[src/rtl/rr_reg_arbiter_pkg.sv]
`default_nettype none
// ============================================================================
// Module      : rr_reg_arbiter_pkg
// Description : Shared types, default sizes and index helper for the
//               round-robin register arbiter.
// Revision    : 1.0 - initial release
// ============================================================================
package rr_reg_arbiter_pkg;

    localparam int C_NUM_REQ = 4;
    localparam int C_DATA_W  = 8;

    typedef enum logic [0:0] {
        IDLE   = 1'b0,
        LOCKED = 1'b1
    } state_e;

    // Circular successor of a requester index.
    function automatic int next_idx(input int idx, input int num_req);
        return (idx >= num_req - 1) ? 0 : idx + 1;
    endfunction

endpackage
`default_nettype wire

[src/rtl/rr_reg_arbiter_if.sv]
`default_nettype none
// ============================================================================
// Module      : rr_reg_arbiter_if
// Description : Requester-side bus and shared-register outputs of the arbiter.
// Revision    : 1.0 - initial release
// ============================================================================
interface rr_reg_arbiter_if #(
    parameter int NUM_REQ = 4,
    parameter int DATA_W  = 8
);
    localparam int IDX_W = $clog2(NUM_REQ);

    logic [NUM_REQ-1:0]        req;
    logic [NUM_REQ-1:0]        lock;
    logic [NUM_REQ*DATA_W-1:0] wdata;
    logic [NUM_REQ-1:0]        gnt;
    logic [DATA_W-1:0]         q;
    logic                      q_valid;
    logic [IDX_W-1:0]          owner;
    logic                      locked;

    modport master (
        output req, lock, wdata,
        input  gnt, q, q_valid, owner, locked
    );

    modport slave (
        input  req, lock, wdata,
        output gnt, q, q_valid, owner, locked
    );

endinterface
`default_nettype wire

[src/rtl/rr_reg_arbiter_pick.sv]
`default_nettype none
// ============================================================================
// Module      : rr_pick
// Description : Circular priority encoder; first set request at or after ptr.
// Revision    : 1.0 - initial release
// ============================================================================
module rr_pick #(
    parameter int NUM_REQ = 4,
    parameter int IDX_W   = $clog2(NUM_REQ)
) (
    input  wire logic [NUM_REQ-1:0] i_req,
    input  wire logic [IDX_W-1:0]   i_ptr,
    output logic      [NUM_REQ-1:0] o_gnt,
    output logic      [IDX_W-1:0]   o_idx,
    output logic                    o_any
);

    logic [IDX_W:0]   r_unused_sum;
    logic [IDX_W:0]   w_sum;
    logic [IDX_W-1:0] w_j;

    always_comb begin
        o_gnt = '0;
        o_idx = '0;
        o_any = 1'b0;
        w_sum = '0;
        w_j   = '0;
        for (int i = 0; i < NUM_REQ; i++) begin
            // ptr + i folded back into 0..NUM_REQ-1 without a modulo operator
            w_sum = {1'b0, i_ptr} + (IDX_W+1)'(i);
            if (w_sum >= (IDX_W+1)'(NUM_REQ)) begin
                w_sum = w_sum - (IDX_W+1)'(NUM_REQ);
            end
            w_j = IDX_W'(w_sum);
            if (!o_any && i_req[w_j]) begin
                o_any      = 1'b1;
                o_idx      = w_j;
                o_gnt[w_j] = 1'b1;
            end
        end
    end

    assign r_unused_sum = w_sum;

endmodule
`default_nettype wire

[src/rtl/rr_reg_arbiter.sv]
`default_nettype none
// ============================================================================
// Module      : rr_reg_arbiter
// Description : Round-robin arbiter writing one granted lane per cycle into a
//               shared register, with a per-requester lock for bursts.
// Revision    : 1.0 - initial release
// ============================================================================
module rr_reg_arbiter
    import rr_reg_arbiter_pkg::*;
#(
    parameter int NUM_REQ = C_NUM_REQ,
    parameter int DATA_W  = C_DATA_W
) (
    input wire logic      clk,
    input wire logic      rst,
    rr_reg_arbiter_if.slave bus
);

    localparam int                 IDX_W = $clog2(NUM_REQ);
    localparam logic [NUM_REQ-1:0] c_one = NUM_REQ'(1);

    state_e             r_state;
    logic [IDX_W-1:0]   r_ptr;
    logic [IDX_W-1:0]   r_owner;
    logic [DATA_W-1:0]  r_q;
    logic               r_q_valid;

    state_e             w_state_next;
    logic [IDX_W-1:0]   w_ptr_next;
    logic [IDX_W-1:0]   w_idx;
    logic [NUM_REQ-1:0] w_gnt;
    logic               w_grant;
    logic [NUM_REQ-1:0] w_pick_gnt;
    logic [IDX_W-1:0]   w_pick_idx;
    logic               w_pick_any;
    logic [DATA_W-1:0]  w_lane [NUM_REQ];

    for (genvar gi = 0; gi < NUM_REQ; gi++) begin : g_lane
        assign w_lane[gi] = bus.wdata[gi*DATA_W +: DATA_W];
    end

    rr_pick #(
        .NUM_REQ (NUM_REQ),
        .IDX_W   (IDX_W)
    ) u_pick (
        .i_req (bus.req),
        .i_ptr (r_ptr),
        .o_gnt (w_pick_gnt),
        .o_idx (w_pick_idx),
        .o_any (w_pick_any)
    );

    always_comb begin
        w_gnt        = '0;
        w_grant      = 1'b0;
        w_idx        = r_owner;
        w_state_next = r_state;
        w_ptr_next   = r_ptr;
        if (!rst) begin
            case (r_state)
                IDLE: begin
                    if (w_pick_any) begin
                        w_gnt   = w_pick_gnt;
                        w_grant = 1'b1;
                        w_idx   = w_pick_idx;
                    end
                end
                LOCKED: begin
                    if (bus.req[r_owner]) begin
                        w_gnt   = c_one << r_owner;
                        w_grant = 1'b1;
                    end
                end
                default: ;
            endcase
            // Leaving a burst (or a plain grant) hands priority to the next index.
            if (w_grant && bus.lock[w_idx]) begin
                w_state_next = LOCKED;
            end else if (w_grant || r_state == LOCKED) begin
                w_state_next = IDLE;
                w_ptr_next   = IDX_W'(next_idx(int'(w_idx), NUM_REQ));
            end
        end
    end

    always_ff @(posedge clk) begin
        if (rst) begin
            r_state   <= IDLE;
            r_ptr     <= '0;
            r_owner   <= '0;
            r_q       <= '0;
            r_q_valid <= 1'b0;
        end else begin
            r_state   <= w_state_next;
            r_ptr     <= w_ptr_next;
            r_q_valid <= w_grant;
            if (w_grant) begin
                r_q     <= w_lane[w_idx];
                r_owner <= w_idx;
            end
        end
    end

    assign bus.gnt     = w_gnt;
    assign bus.q       = r_q;
    assign bus.q_valid = r_q_valid;
    assign bus.owner   = r_owner;
    assign bus.locked  = (r_state == LOCKED);

endmodule
`default_nettype wire
[src/flat_wrapper.sv]
// flat-port wrapper written by rule: the top's interface ports become plain ports
module rr_reg_arbiter_flat import rr_reg_arbiter_pkg::*;
#(
    parameter int NUM_REQ = C_NUM_REQ,
    parameter int DATA_W  = C_DATA_W
)
  (clk, rst, bus_req, bus_lock, bus_wdata, bus_gnt, bus_q, bus_q_valid, bus_owner, bus_locked);
  rr_reg_arbiter_if #(.NUM_REQ(NUM_REQ), .DATA_W(DATA_W)) bus_i ();
  input wire logic clk;
  input wire logic rst;
  input wire logic [$bits(bus_i.req)-1:0] bus_req;
  input wire logic [$bits(bus_i.lock)-1:0] bus_lock;
  input wire logic [$bits(bus_i.wdata)-1:0] bus_wdata;
  output wire logic [$bits(bus_i.gnt)-1:0] bus_gnt;
  output wire logic [$bits(bus_i.q)-1:0] bus_q;
  output wire logic [$bits(bus_i.q_valid)-1:0] bus_q_valid;
  output wire logic [$bits(bus_i.owner)-1:0] bus_owner;
  output wire logic [$bits(bus_i.locked)-1:0] bus_locked;
  assign bus_i.req = bus_req;
  assign bus_i.lock = bus_lock;
  assign bus_i.wdata = bus_wdata;
  assign bus_gnt = bus_i.gnt;
  assign bus_q = bus_i.q;
  assign bus_q_valid = bus_i.q_valid;
  assign bus_owner = bus_i.owner;
  assign bus_locked = bus_i.locked;
  rr_reg_arbiter #(.NUM_REQ(NUM_REQ), .DATA_W(DATA_W)) u_core (.clk(clk), .rst(rst), .bus(bus_i));
endmodule
[config.mk]
export PLATFORM = sky130hd
export DESIGN_NAME = rr_reg_arbiter_flat
export DESIGN_NICKNAME = d
export VERILOG_FILES = /design/src/rtl/rr_reg_arbiter_pkg.sv /design/src/rtl/rr_reg_arbiter_if.sv /design/src/rtl/rr_reg_arbiter_pick.sv /design/src/rtl/rr_reg_arbiter.sv /design/src/flat_wrapper.sv
export SDC_FILE = /design/constraint.sdc
export NUM_CORES = 1
export LEC_CHECK = 0
export ABC_AREA = 1
export CAP_MARGIN = 10
export CORE_MARGIN = 3
export CORE_UTILIZATION = 45
export DETAILED_ROUTE_END_ITERATION = 16
export HOLD_SLACK_MARGIN = 0.1
export PLACE_DENSITY = 0.9
export SYNTH_ARGS = -nofsm -noshare
export SYNTH_HDL_FRONTEND = slang
export SYNTH_SLANG_ARGS = --single-unit
[constraint.sdc]
create_clock -name clk -period 2.71 [get_ports clk]
set_input_delay 0.4065 -clock clk [delete_from_list [all_inputs] [get_ports clk]]
set_output_delay 0.4065 -clock clk [all_outputs]
set_load 0.01 [all_outputs]
==> results.cfg <==
[place]
hpwl_um = 4300
dpl_worst_slack_ns = -0.242
numPortBuffers = 57
placedCellCount = 394
gp_congestion = 0.961

[global_route]
grt_pass1_wl_um = 9000
grt_usage_pct = 26.2
grt_max_degree = 17
grt_pass1_vias = 2017
grt_overflow = 0
antenna_found_initial = 0

[floorplanning]
ioPinCount = 58
start_util_pct = 49.5
die_h_um = 65.4
row_count = 20
die_w_um = 65.4
core_area_um2 = 3200
die-area_um2 = 4270

[timing]
setup_slack_ns = 0.162
finalSetupViolations = 0
hold_viol_final = 0
period_share_pct = 94.0
rsz0062_at_grt = false
tightest_slew_ns = 0.383
finalClockSkew_ns = 0.00388
post-route-min-period_ns = 2.55
slew-limit-headroom_pct = 74.4
report.final.slew_viol_count = 0
max_freq_ghz = 0.392

[drt]
dr.pass1.iters = 5
wl_um = 5250
ant_nets = 0
via_per_inst = 5.22
num_vias = 2079
drc = 0
detail_route.wl_per_cell_um = 13.2
drt_iter0_markers = 184

[clock_network]
cts_sinks = 14
htree_levels = 1
cts_setup_buffers = 0
cts_tree = built
cts_hold_buf = 0
cts.path.max_buffers = 2
cts-root-buf = clkbuf_4
clk_pin_slew_ns = 0.09
clk_latency_ns = 0.29
cts_buffers = 3

[hold_path]
min_path_type = register to register

[synth]
synth-edff-count = 0
synth-seq-cells = 14
synth.distinct_cells = 34
yosys.area_share.adder_pct = 6.31
synth-main-ff-cell = dfxtp_1
synth_compound_area_share_pct = 11.8
synth_warnings = 0
synthCells = 268
syn-num-nets = 318
synth-simple-area-share_pct = 52.1
ys_seq_area_share_pct = 17.7
avgSynthCellArea_um2 = 5.92
synth_top_family_by_area = simple AND/OR/NAND/NOR gates
synth_area_um2 = 1590
synthXorXnorAreaFrac_pct = 0.552
async_flop_share_pct = 0
synth_mux_area_share_pct = 0

[layout]
drive_above_1_share_pct = 19.5
layout-area-overhead-vs-synth_pct = 54.5
num_antenna_cells = 0
nets = 405
final_common_cell = nand2_1
final_cell_mix = 94 x nand2_1, 53 x clkdlybuf4s50_1, 46 x nand3_1
instances_no_fill = 398

[worst_setup_path]
cp-end-kind = primary output
worstPathArrival_ns = 2.14
critPathLaunchType = input port
crit_fanout = 5
critPathKind = input port to primary output
cp.required_ns = 2.30

[power_and_ir_drop]
power_per_cell_area_nw_per_um2 = 1150
p_leak_nw = 1.25
vdd_ir_drop_max_mv = 0.736

[flow_run]
maxCapViolCount = 0

[run_status]
status = completed
## cells in the mapped netlist (2+ instances only)
master	instances	area share (%)
nand4_1	4	1.6
inv_1	32	7.6
o21ai_2	2	1.1
dfxtp_1	14	18
nor2_2	2	0.79
inv_2	3	0.71
ha_1	8	6.3
a221oi_1	2	1.1
buf_6	2	1.4
o22ai_1	2	0.79
nand2_2	11	4.3
o21ai_0	3	0.95
a21oi_1	9	2.8
nand3_2	2	1.3
clkbuf_1	2	0.47
a31oi_1	2	0.79
nor2_1	10	2.4
nand2_4	4	2.8
nand3_1	46	15
nand2_1	94	22
## power by group
part,switching [mW],internal [mW],total [mW],leakage (nW)
combinational,1.30,0.989,2.28,1.11
sequential,0.0757,0.304,0.380,0.117
clock,0.0798,0.0819,0.162,0.0210
## registers in the layout, summed over array words and instances, names as in the netlist
register,flops
u_core.bus.owner,2
u_core.bus.q,8
u_core.bus.q_valid,1
u_core.r_ptr,2
u_core.bus.locked,1
## stage by stage
stage | cell area [um2] | util [%] | total power [mW] | setup TNS [ns] | hold WS, ns
4_1_cts | 2450 | 76.5 | 2.79 | 0 | 0.475
2_1_floorplan | 1590 | - | 1.72 | 0 | 0.494
6_report | 2450 | 76.5 | 2.83 | 0 | 0.475
5_1_grt | 2450 | 76.5 | 3.08 | 0 | 0.493
3_3_place_gp | 2410 | 75.3 | 2.57 | -0.554 | 0.458
3_5_place_dp | 2410 | 75.3 | 2.62 | -0.783 | 0.460
## cells by family (layout without fill, tap and decap cells)
group / after synthesis / after routing
AO/OA/AOI/OAI: 27 / 27
flip-flops: 14 / 14
adder cells (fa/ha/maj): 8 / 8
buffers and inverters: 42 / 128
AND/OR/NAND/NOR: 176 / 176
XOR/XNOR: 1 / 1
## critical path, cell delays in order
cell and delay, ns:
clkdlybuf4s50_1 0.45, nand2_1 0.14, nand2_1 0.09, nand2_1 0.06, nand2_1 0.10, nor2_4 0.17
nand2_1 0.11, o21ai_0 0.15, a21oi_1 0.06, a211oi_1 0.21, clkbuf_2 0.18
## layer usage
| metal | share of wire, % | global-route usage, % |
|---|---|---|
| met5 | 0 | 0 |
| met1 | 41 | 31.5 |
| met3 | 7.5 | 4.10 |
| met4 | 2.0 | 6.99 |
| met2 | 49 | 47.8 |
## worst paths after layout
path	from	end	slack, ns	cells past startpoint
hold reg to reg	u_core.bus.q[1]$_SDFFE_PP0P_	u_core.bus.q[1]$_SDFFE_PP0P_	0.47	2
hold / removal	u_core.bus.q[1]$_SDFFE_PP0P_	u_core.bus.q[1]$_SDFFE_PP0P_	0.47	2
setup / recovery	bus_req[0]	bus_gnt[3]	0.16	11
setup reg to reg	u_core.r_ptr[0]$_SDFFE_PP0P_	u_core.bus.q[7]$_SDFFE_PP0P_	0.38	16
## area by class of cell
| cell class | instances | area (um2) |
|---|---|---|
| sequential | 14 | 282 |
| timing repair buffer | 87 | 792 |
| clock buffer | 4 | 36.3 |
| fill | 276 | 753 |
| multi-input combinational | 212 | 1140 |
| inverter | 37 | 146 |
| tap | 44 | 55.1 |
## what timing repair did
item / in CTS / in global routing
pin swaps: 0 / 1
setup endpoints to repair: 4 / 4
endpoints found under the hold margin: 0 / 0
gates resized for setup: 7 / 9
gates cloned: 0 / 0
No activity file was read; power rests on OpenSTA's default activity.
